--- src/rtl/mmio_timer.sv ---
// mmio_timer: memory-mapped programmable down-counting timer on the data bus.
//
// Ports:
//   clk     in   system clock, rising edge
//   rst     in   asynchronous, active-high reset
//   ce      in   bus access strobe
//   we      in   write enable, qualified by ce
//   addr    in   [31:0] byte address
//   wtData  in   [31:0] write data
//   rdData  out  [31:0] read data, combinational from the register file
//   irq     out  level interrupt request (EXP & IE), registered
//
// Register window (32 bytes at BASE_ADDR, index = addr[4:2]):
//   0 CTRL {IE,AUTO,EN}, 1 PRESC, 2 LOAD, 3 COUNT (RO), 4 STATUS {EXP} (W1C),
//   5 MISS (only with MMIO_TIMER_MISSCNT_EN defined, else reads 0), 6-7 read 0.
//
// Build option: define MMIO_TIMER_MISSCNT_EN to add the 8-bit saturating
// missed-expiry counter at offset 5.

module mmio_timer #(
  parameter logic [31:0] BASE_ADDR  = 32'h0000_8000,
  parameter int unsigned PRESCALE_W = 16
) (
  input  logic        clk,
  input  logic        rst,
  input  logic        ce,
  input  logic        we,
  input  logic [31:0] addr,
  input  logic [31:0] wtData,
  output logic [31:0] rdData,
  output logic        irq
);

  localparam int unsigned IDX_W = 3;

  localparam logic [IDX_W-1:0] REG_CTRL   = 3'd0;
  localparam logic [IDX_W-1:0] REG_PRESC  = 3'd1;
  localparam logic [IDX_W-1:0] REG_LOAD   = 3'd2;
  localparam logic [IDX_W-1:0] REG_COUNT  = 3'd3;
  localparam logic [IDX_W-1:0] REG_STATUS = 3'd4;
  localparam logic [IDX_W-1:0] REG_MISS   = 3'd5;

  typedef enum logic [1:0] {
    IDLE = 2'd0,
    RUN  = 2'd1,
    DONE = 2'd2
  } state_e;

  state_e                  state_q, state_d;
  logic [2:0]              ctrl_q, ctrl_d;
  logic [PRESCALE_W-1:0]   presc_q, presc_d;
  logic [PRESCALE_W-1:0]   pcnt_q, pcnt_d;
  logic [31:0]             load_q, load_d;
  logic [31:0]             count_q, count_d;
  logic                    exp_q, exp_d;
  logic                    irq_q, irq_d;

  logic                    sel;
  logic [IDX_W-1:0]        idx;
  logic                    wr;
  logic                    ctrl_wr;
  logic                    w1c;
  logic                    expire;
  logic                    unused_addr;

  // Window decode; byte-lane bits are don't-care.
  assign sel         = ce && (addr[31:5] == BASE_ADDR[31:5]);
  assign idx         = addr[4:2];
  assign wr          = sel && we;
  assign ctrl_wr     = wr && (idx == REG_CTRL);
  assign w1c         = wr && (idx == REG_STATUS) && wtData[0];
  assign unused_addr = ^addr[1:0];

`ifdef MMIO_TIMER_MISSCNT_EN
  logic [7:0] miss_q, miss_d;
`endif

  // Next-state: counting, expiry and software writes.
  always_comb begin
    state_d = state_q;
    ctrl_d  = ctrl_q;
    presc_d = presc_q;
    pcnt_d  = pcnt_q;
    load_d  = load_q;
    count_d = count_q;
    expire  = 1'b0;

    // A CTRL write on this edge overrides (and discards) any tick.
    if ((state_q == RUN) && !ctrl_wr) begin
      if (pcnt_q != presc_q) begin
        pcnt_d = pcnt_q + 1'b1;
      end else begin
        pcnt_d = '0;
        if (count_q != 32'd0) begin
          count_d = count_q - 32'd1;
        end else begin
          expire = 1'b1;
          if (ctrl_q[1]) begin
            count_d = load_q;
          end else begin
            state_d   = DONE;
            ctrl_d[0] = 1'b0;
          end
        end
      end
    end

    if (ctrl_wr) begin
      ctrl_d = wtData[2:0];
      if (wtData[0]) begin
        // Enabling an already running timer does not restart it.
        if (state_q != RUN) begin
          state_d = RUN;
          count_d = load_q;
          pcnt_d  = '0;
        end
      end else begin
        state_d = IDLE;
      end
    end

    if (wr && (idx == REG_PRESC)) presc_d = wtData[PRESCALE_W-1:0];
    if (wr && (idx == REG_LOAD))  load_d  = wtData;

    // Hardware set beats software clear.
    exp_d = expire | (exp_q & ~w1c);
    irq_d = exp_d & ctrl_d[2];
  end

`ifdef MMIO_TIMER_MISSCNT_EN
  // Missed-expiry counter: clear and increment together leave 1.
  always_comb begin
    miss_d = miss_q;
    if (expire && exp_q && (miss_q != 8'hFF)) miss_d = miss_q + 8'd1;
    if (w1c) miss_d = (expire && exp_q) ? 8'd1 : 8'd0;
  end

  always_ff @(posedge clk or posedge rst) begin
    if (rst) miss_q <= '0;
    else     miss_q <= miss_d;
  end
`endif

  // State and register file.
  always_ff @(posedge clk or posedge rst) begin
    if (rst) begin
      state_q <= IDLE;
      ctrl_q  <= '0;
      presc_q <= '0;
      pcnt_q  <= '0;
      load_q  <= '0;
      count_q <= '0;
      exp_q   <= 1'b0;
      irq_q   <= 1'b0;
    end else begin
      state_q <= state_d;
      ctrl_q  <= ctrl_d;
      presc_q <= presc_d;
      pcnt_q  <= pcnt_d;
      load_q  <= load_d;
      count_q <= count_d;
      exp_q   <= exp_d;
      irq_q   <= irq_d;
    end
  end

  // Read mux, zero-extended; 0 outside the window.
  always_comb begin
    rdData = 32'd0;
    if (sel) begin
      unique case (idx)
        REG_CTRL:   rdData = 32'(ctrl_q);
        REG_PRESC:  rdData = 32'(presc_q);
        REG_LOAD:   rdData = load_q;
        REG_COUNT:  rdData = count_q;
        REG_STATUS: rdData = 32'(exp_q);
`ifdef MMIO_TIMER_MISSCNT_EN
        REG_MISS:   rdData = 32'(miss_q);
`else
        REG_MISS:   rdData = 32'd0;
`endif
        default:    rdData = 32'd0;
      endcase
    end
  end

  assign irq = irq_q;

endmodule

--- config.mk ---
export PLATFORM = sky130hd
export DESIGN_NAME = mmio_timer
export DESIGN_NICKNAME = d
export VERILOG_FILES = /design/src/rtl/mmio_timer.sv
export SDC_FILE = /design/constraint.sdc
export NUM_CORES = 1
export LEC_CHECK = 0
export ABC_CLOCK_PERIOD_IN_PS = 3550
export BUFFER_PORTS_ARGS = -buffer_cell sky130_fd_sc_hd__buf_2
export CORE_MARGIN = 2
export CORE_UTILIZATION = 58
export DETAILED_ROUTE_END_ITERATION = 10
export GPL_TIMING_DRIVEN = 1
export PLACE_DENSITY = 0.89
export SLEW_MARGIN = 30
export SYNTH_ARGS = -nofsm -noshare
export SYNTH_HDL_FRONTEND = slang
export SYNTH_SLANG_ARGS = --single-unit
--- constraint.sdc ---
create_clock -name clk -period 3.55 [get_ports clk]
set_input_delay 0.1775 -clock clk [delete_from_list [all_inputs] [get_ports clk]]
set_output_delay 0.1775 -clock clk [all_outputs]
set_load 0.05 [all_outputs]
Word-level counts from Yosys, hierarchy flattened
Index checks and enable logic that the tools add are counted.
{ "op_classes": {"add_sub_neg": 2, "n_eq_ne": 11, "muxes": 29, "n_bitwise": 4, "reduce_logical": 13} }
{ "op_table": {"columns": ["cell", "n"], "rows": [
  ["$mux 32", 8],
  ["$pmux 32 s5", 1],
  ["$mux 16", 5],
  ["$reduce_bool 32->1", 1],
  ["$sub 32x1->32 const B", 1],
  ["$eq 27x11->1 const B", 1],
  ["$add 16x1->16 const B", 1],
  ["$ne 16x16->1", 1],
  ["$mux 2", 7],
  ["$logic_and 1x1->1", 8],
  ["$mux 1", 7],
  ["$eq 3x2->1 const B", 2],
  ["$ne 2x1->1 const B", 2],
  ["$ne 2x2->1 const B", 2],
  ["$reduce_and 4->1", 1],
  ["$eq 3x1->1 const B", 1],
  ["$eq 3x3->1 const B", 1],
  ["$logic_not 3->1", 1],
  ["$mux 3", 1],
  ["$and 1x1->1", 2],
  ["$eq 2x1->1 const B", 1],
  ["$reduce_bool 2->1", 1],
  ["$logic_not 1->1", 1],
  ["$not 1->1", 1],
  ["$or 1x1->1", 1]
]} }
{ "totals": {"register_bits": 103, "input_bits": 68, "output_inout_bits": 33, "elab_cells": 69} }

Logic depth before layout (Yosys ltp)
{ "depth": {"word_depth": 10, "ltp_mapped": 10, "ltp_nobuf": 8} }

Worst setup path before layout
OpenSTA, ideal clock, no wires.
{ "synth_timing": {"path_type": "register to register", "startpoint": "reg count_q[15]", "endpoint": "reg count_q[30]", "setup_time_ns": 0.120, "t_arrival_ns": 2.494, "required_ns": 3.430, "slack_ns": 0.936, "path_stages_with_launch": 9, "n_path_buf": 2, "period_less_slack_ns": 2.614, "path_cell_list": "dfrtp_1 buf_6 nor4_4 nand4_4 or4_1 buf_2 or4_4 and2_4 o211a_1"} }
{ "synth_between": {"elab_chain_len": 7, "elab_cells_between_ends": 8, "classes_between": "1 x add/sub; 6 x mux; 1 x reduce/logical"} }
{ "synth_rtl": {"columns": ["element", "line_no", "rtl"], "rows": [
  ["start, declared", "54", "logic [31:0] count_q, count_d;"],
  ["start signal, assigned", "161", "count_q <= count_d;"],
  ["$sub 32x1->32 or $reduce_bool 32->1 (tied branches)", "95, 94", null],
  ["$mux 32 *", "94", "if (count_q != 32'd0) begin"],
  ["$mux 32 *", "90", "if (pcnt_q != presc_q) begin"],
  ["$mux 32 *", "89", "if ((state_q == RUN) && !ctrl_wr) begin"],
  ["$mux 32", "112", "if (state_q != RUN) begin"],
  ["$mux 32", "110", "if (wtData[0]) begin"],
  ["$mux 32 *", "108", "if (ctrl_wr) begin"],
  ["via count_d[30]", "54", null]
]} }
Mark *: on every way through the listed nets, which the timed path passes. The rest lies on a longest branch.
A chain may end at the register's enable or synchronous reset.

Worst setup path in the final report
{ "layout_timing": {"startpoint": "reg count_q[0]", "endpoint": "reg count_q[31]"} }
The elaborated chain is that of the path after synthesis.

==> summary.md <==
| Metric | Value |
|---|---|
| Final #Nets | `885` |
| Clock buffer depth | `2` |
| Crit. End Element | `flop` |
| # H-tree levels | `3` |
| # rows | `38` |
| Leakage power | `3.35 nW` |
| Top_reg_cell synth | `dfrtp_1` |
| Die Width | `110 microns` |
| Number of routed nets with antenna violations | `0` |
| CTS tree | `yes` |
| Crit path launch type | `flop` |
| Multiplexer area fraction after synthesis | `10.9%` |
| Count leader, synth | `dfrtp_1` |
| Post-synth cell types | `69` |
| Hold depth | `3` |
| Initial antenna violation count | `0` |
| WS Path Type | `flop to flop` |
| Die Y-Extent | `110 microns` |
| Proportion of layout cells with a drive suffix above 1 | `27.7%` |
| Core box area | `10900 sq um` |
| Die Footprint | `12100 sq um` |
| Synth area leaders | `dfrtp_1 39%, mux2_2 9.5%, nor2_1 4.7%` |
| Clock Latency Late Sink | `360 ps` |
| Synth Area in Simple Gates | `23.1%` |
| Fin. max-slew vios | `0` |
| Flops & latches, synth | `103` |
| Slew at the pin closest to its max-slew limit | `917 ps` |
| Status | `complete, no violations` |
| Vias | `6462` |
| Synth Area in XOR/XNOR | `4.02%` |
| Starting density of the core | `59.8%` |
| RSZ-0062 raised after global routing | `no` |
| Area share of the largest cell type after synthesis | `39.4%` |
| Final global-route overflow total | `0` |
| Gpl congestion | `0.992` |
| Gr usage total | `34.7%` |
| CTS Sinks | `103` |
| Part of the cycle the worst path needs | `88.4%` |
| Clock root cell | `clkbuf_16` |
| Fillcell total | `839` |
| Worst path required time | `3790 ps` |
| First-pass DRT Iterations | `7` |
| Ys async rst share | `100%` |
| Synth Cell Area | `6540 sq um` |
| CTS buffer count | `9` |
| Post-Syn Nets | `786` |
| IO Count | `101` |
| Post-synth EDFFs | `0` |
| Largest family of logic cells by synthesized area | `simple AND/OR/NAND/NOR gates` |
| Number of global-route vias before repair | `6215` |
| Post-synthesis sequential area ratio | `39.4%` |
| Worst IR Drop VDD | `434 uV` |
| Largest net degree at the start of global routing | `83` |
| Cell taking the most area after synthesis | `dfrtp_1` |
| Skew final | `9.29 ps` |
| Max_cap viols | `0` |
| Hold Path Class | `input port to flop` |
| Final wirelength | `20100 microns` |
| Reg clk slew, reported paths | `70 ps` |
| Yosys warning total | `0` |
| # resized after CTS | `0` |
| Fin Hold WS | `35.0 ps` |
| Synthesized instance count | `715` |
| Min Tclk post-route | `3140 ps` |
| Vias per Instance | `6.74` |
| Reg2Reg Depth | `8` |
| Final Util | `69.5%` |
| Setup violators final | `0` |
| Wire length per cell | `21.0 microns` |
| Reg2reg setup slack | `410 ps` |
| Setup tns final | `0 ps` |
| Port bufs | `98` |
| Critical path arrival | `3380 ps` |
| ANT cells | `0` |
| DRC Markers | `0` |
| Hold Vio Cnt, Final | `0` |
| Synth Area per Inst | `9.15 sq um` |
| Worst-path fanout max | `7` |
| Initial DRC count | `788` |
| Commonest cells in the synthesized netlist | `103 x dfrtp_1, 82 x nor2_1, 55 x mux2_2` |
| Slew headroom | `38.6%` |
| Power density cells | `300 nW/um^2` |
| Post-synthesis compound-gate area fraction | `17.8%` |
| Post-Synth Adder-Cell Area | `0.574%` |
| FMAX | `319 MHz` |
| First-pass GRT wire length | `32000 microns` |
| DPL Wire Length | `14400 microns` |
| Area grow syn2layout | `16.2%` |
[layout make-up]
type	instances	area, sq um	area share (%)
multi-input combinational	547	3720	49.0
clock inverter	5	43.8	0.576
inverter	25	98.8	1.30
tap	140	175	2.31
clock buffer	11	253	3.33
timing repair buffer	128	731	9.62
sequential	103	2580	33.9
[final timing paths]
check	end	startpoint
min reg2reg	load_q[6]$_DFFE_PP0P_	load_q[6]$_DFFE_PP0P_
min	load_q[25]$_DFFE_PP0P_	wtData[25]
min in group asynchronous	load_q[15]$_DFFE_PP0P_	rst
max reg2reg	count_q[31]$_DFF_PP0_	count_q[0]$_DFF_PP0_
max in group asynchronous	load_q[30]$_DFFE_PP0P_	rst
max	count_q[31]$_DFF_PP0_	count_q[0]$_DFF_PP0_
[logic make-up (layout without fill, tap and decap cells)]
logic type	after synthesis	in the layout
mux	63	63
xor+xnor	30	30
compound gates	176	176
flops	103	103
simple gates	275	275
buf+inv	65	169
fa+ha+maj	3	3
[per-layer routing]
layer	vias up	track usage, %	part of all wire, %
li1	2900	-	-
met1	3070	43.0	38
met2	397	58.2	48
met3	95	7.76	9.8
met4	0	14.8	4.3
met5	-	0	0
[sequential cells by signal, summed over array words and instances (netlist names)]
register,count
count_q,32
ctrl_q,3
exp_q,1
irq,1
load_q,32
pcnt_q,16
presc_q,16
state_q,2
[repair_timing]
| action | in CTS | in global routing |
|---|---|---|
| buffers inserted | 0 | 0 |
| hold buffers | 1 | 0 |
| endpoints found under the hold margin | 50 | 0 |
| endpoints found under the setup margin | 0 | 0 |
[report_power, final]
group	switching (mW)	internal [mW]
registers	0.00000469	1.17
logic	0.0681	0.0418
clock network	0.468	0.527
total	0.536	1.74
[per-stage QoR]
step                      power, mW  std cells  instance area [sq um]  worst slack (ps)
after floorplan                1.24        715                   6540               669
after global placement         1.30        942                   7290               617
after detailed placement       1.30        942                   7290               564
after CTS                      2.29        959                   7600               536
after global routing           2.35        959                   7600               392
final                          2.28        959                   7600               413
[placed cells by master, fill, tap and decap left out, types with 4 or more instances in the layout]
| cell type | synthesis | routed |
|---|---|---|
| a211o_1 | 6 | 6 |
| a211oi_1 | 4 | 4 |
| a21oi_1 | 38 | 38 |
| a22oi_1 | 30 | 30 |
| a31oi_1 | 6 | 6 |
| and3_1 | 7 | 7 |
| buf_2 | 4 | 98 |
| buf_4 | 1 | 28 |
| clkbuf_16 | 0 | 9 |
| dfrtp_1 | 103 | 103 |
| inv_1 | 25 | 24 |
| inv_6 | 0 | 6 |
| mux2_2 | 55 | 55 |
| mux2i_1 | 7 | 7 |
| nand2_1 | 33 | 33 |
| nand2b_1 | 5 | 5 |
| nand3_1 | 25 | 25 |
| nand4_1 | 24 | 24 |
| nor2_1 | 82 | 80 |
| nor2b_1 | 5 | 5 |
| nor3_1 | 16 | 16 |
| nor4_1 | 25 | 25 |
| nor4b_1 | 4 | 4 |
| o211ai_1 | 8 | 8 |
| o21ai_0 | 35 | 35 |
| o22a_1 | 4 | 4 |
| o22ai_1 | 13 | 13 |
| o31ai_1 | 6 | 5 |
| or2_2 | 4 | 4 |
| or3_1 | 10 | 10 |
| or4_1 | 9 | 9 |
| xnor2_1 | 25 | 25 |
| xor2_1 | 5 | 5 |
[critical path, cell delays in order, from the launching register on]
cell and delay, ps:
dfrtp_1 450, inv_1 130, ha_1 140, nor2b_1 370, nand4_2 230, or4_1 750
or4_4 560, and2_4 200, o211a_1 200
(Power assumes the default switching activity.)
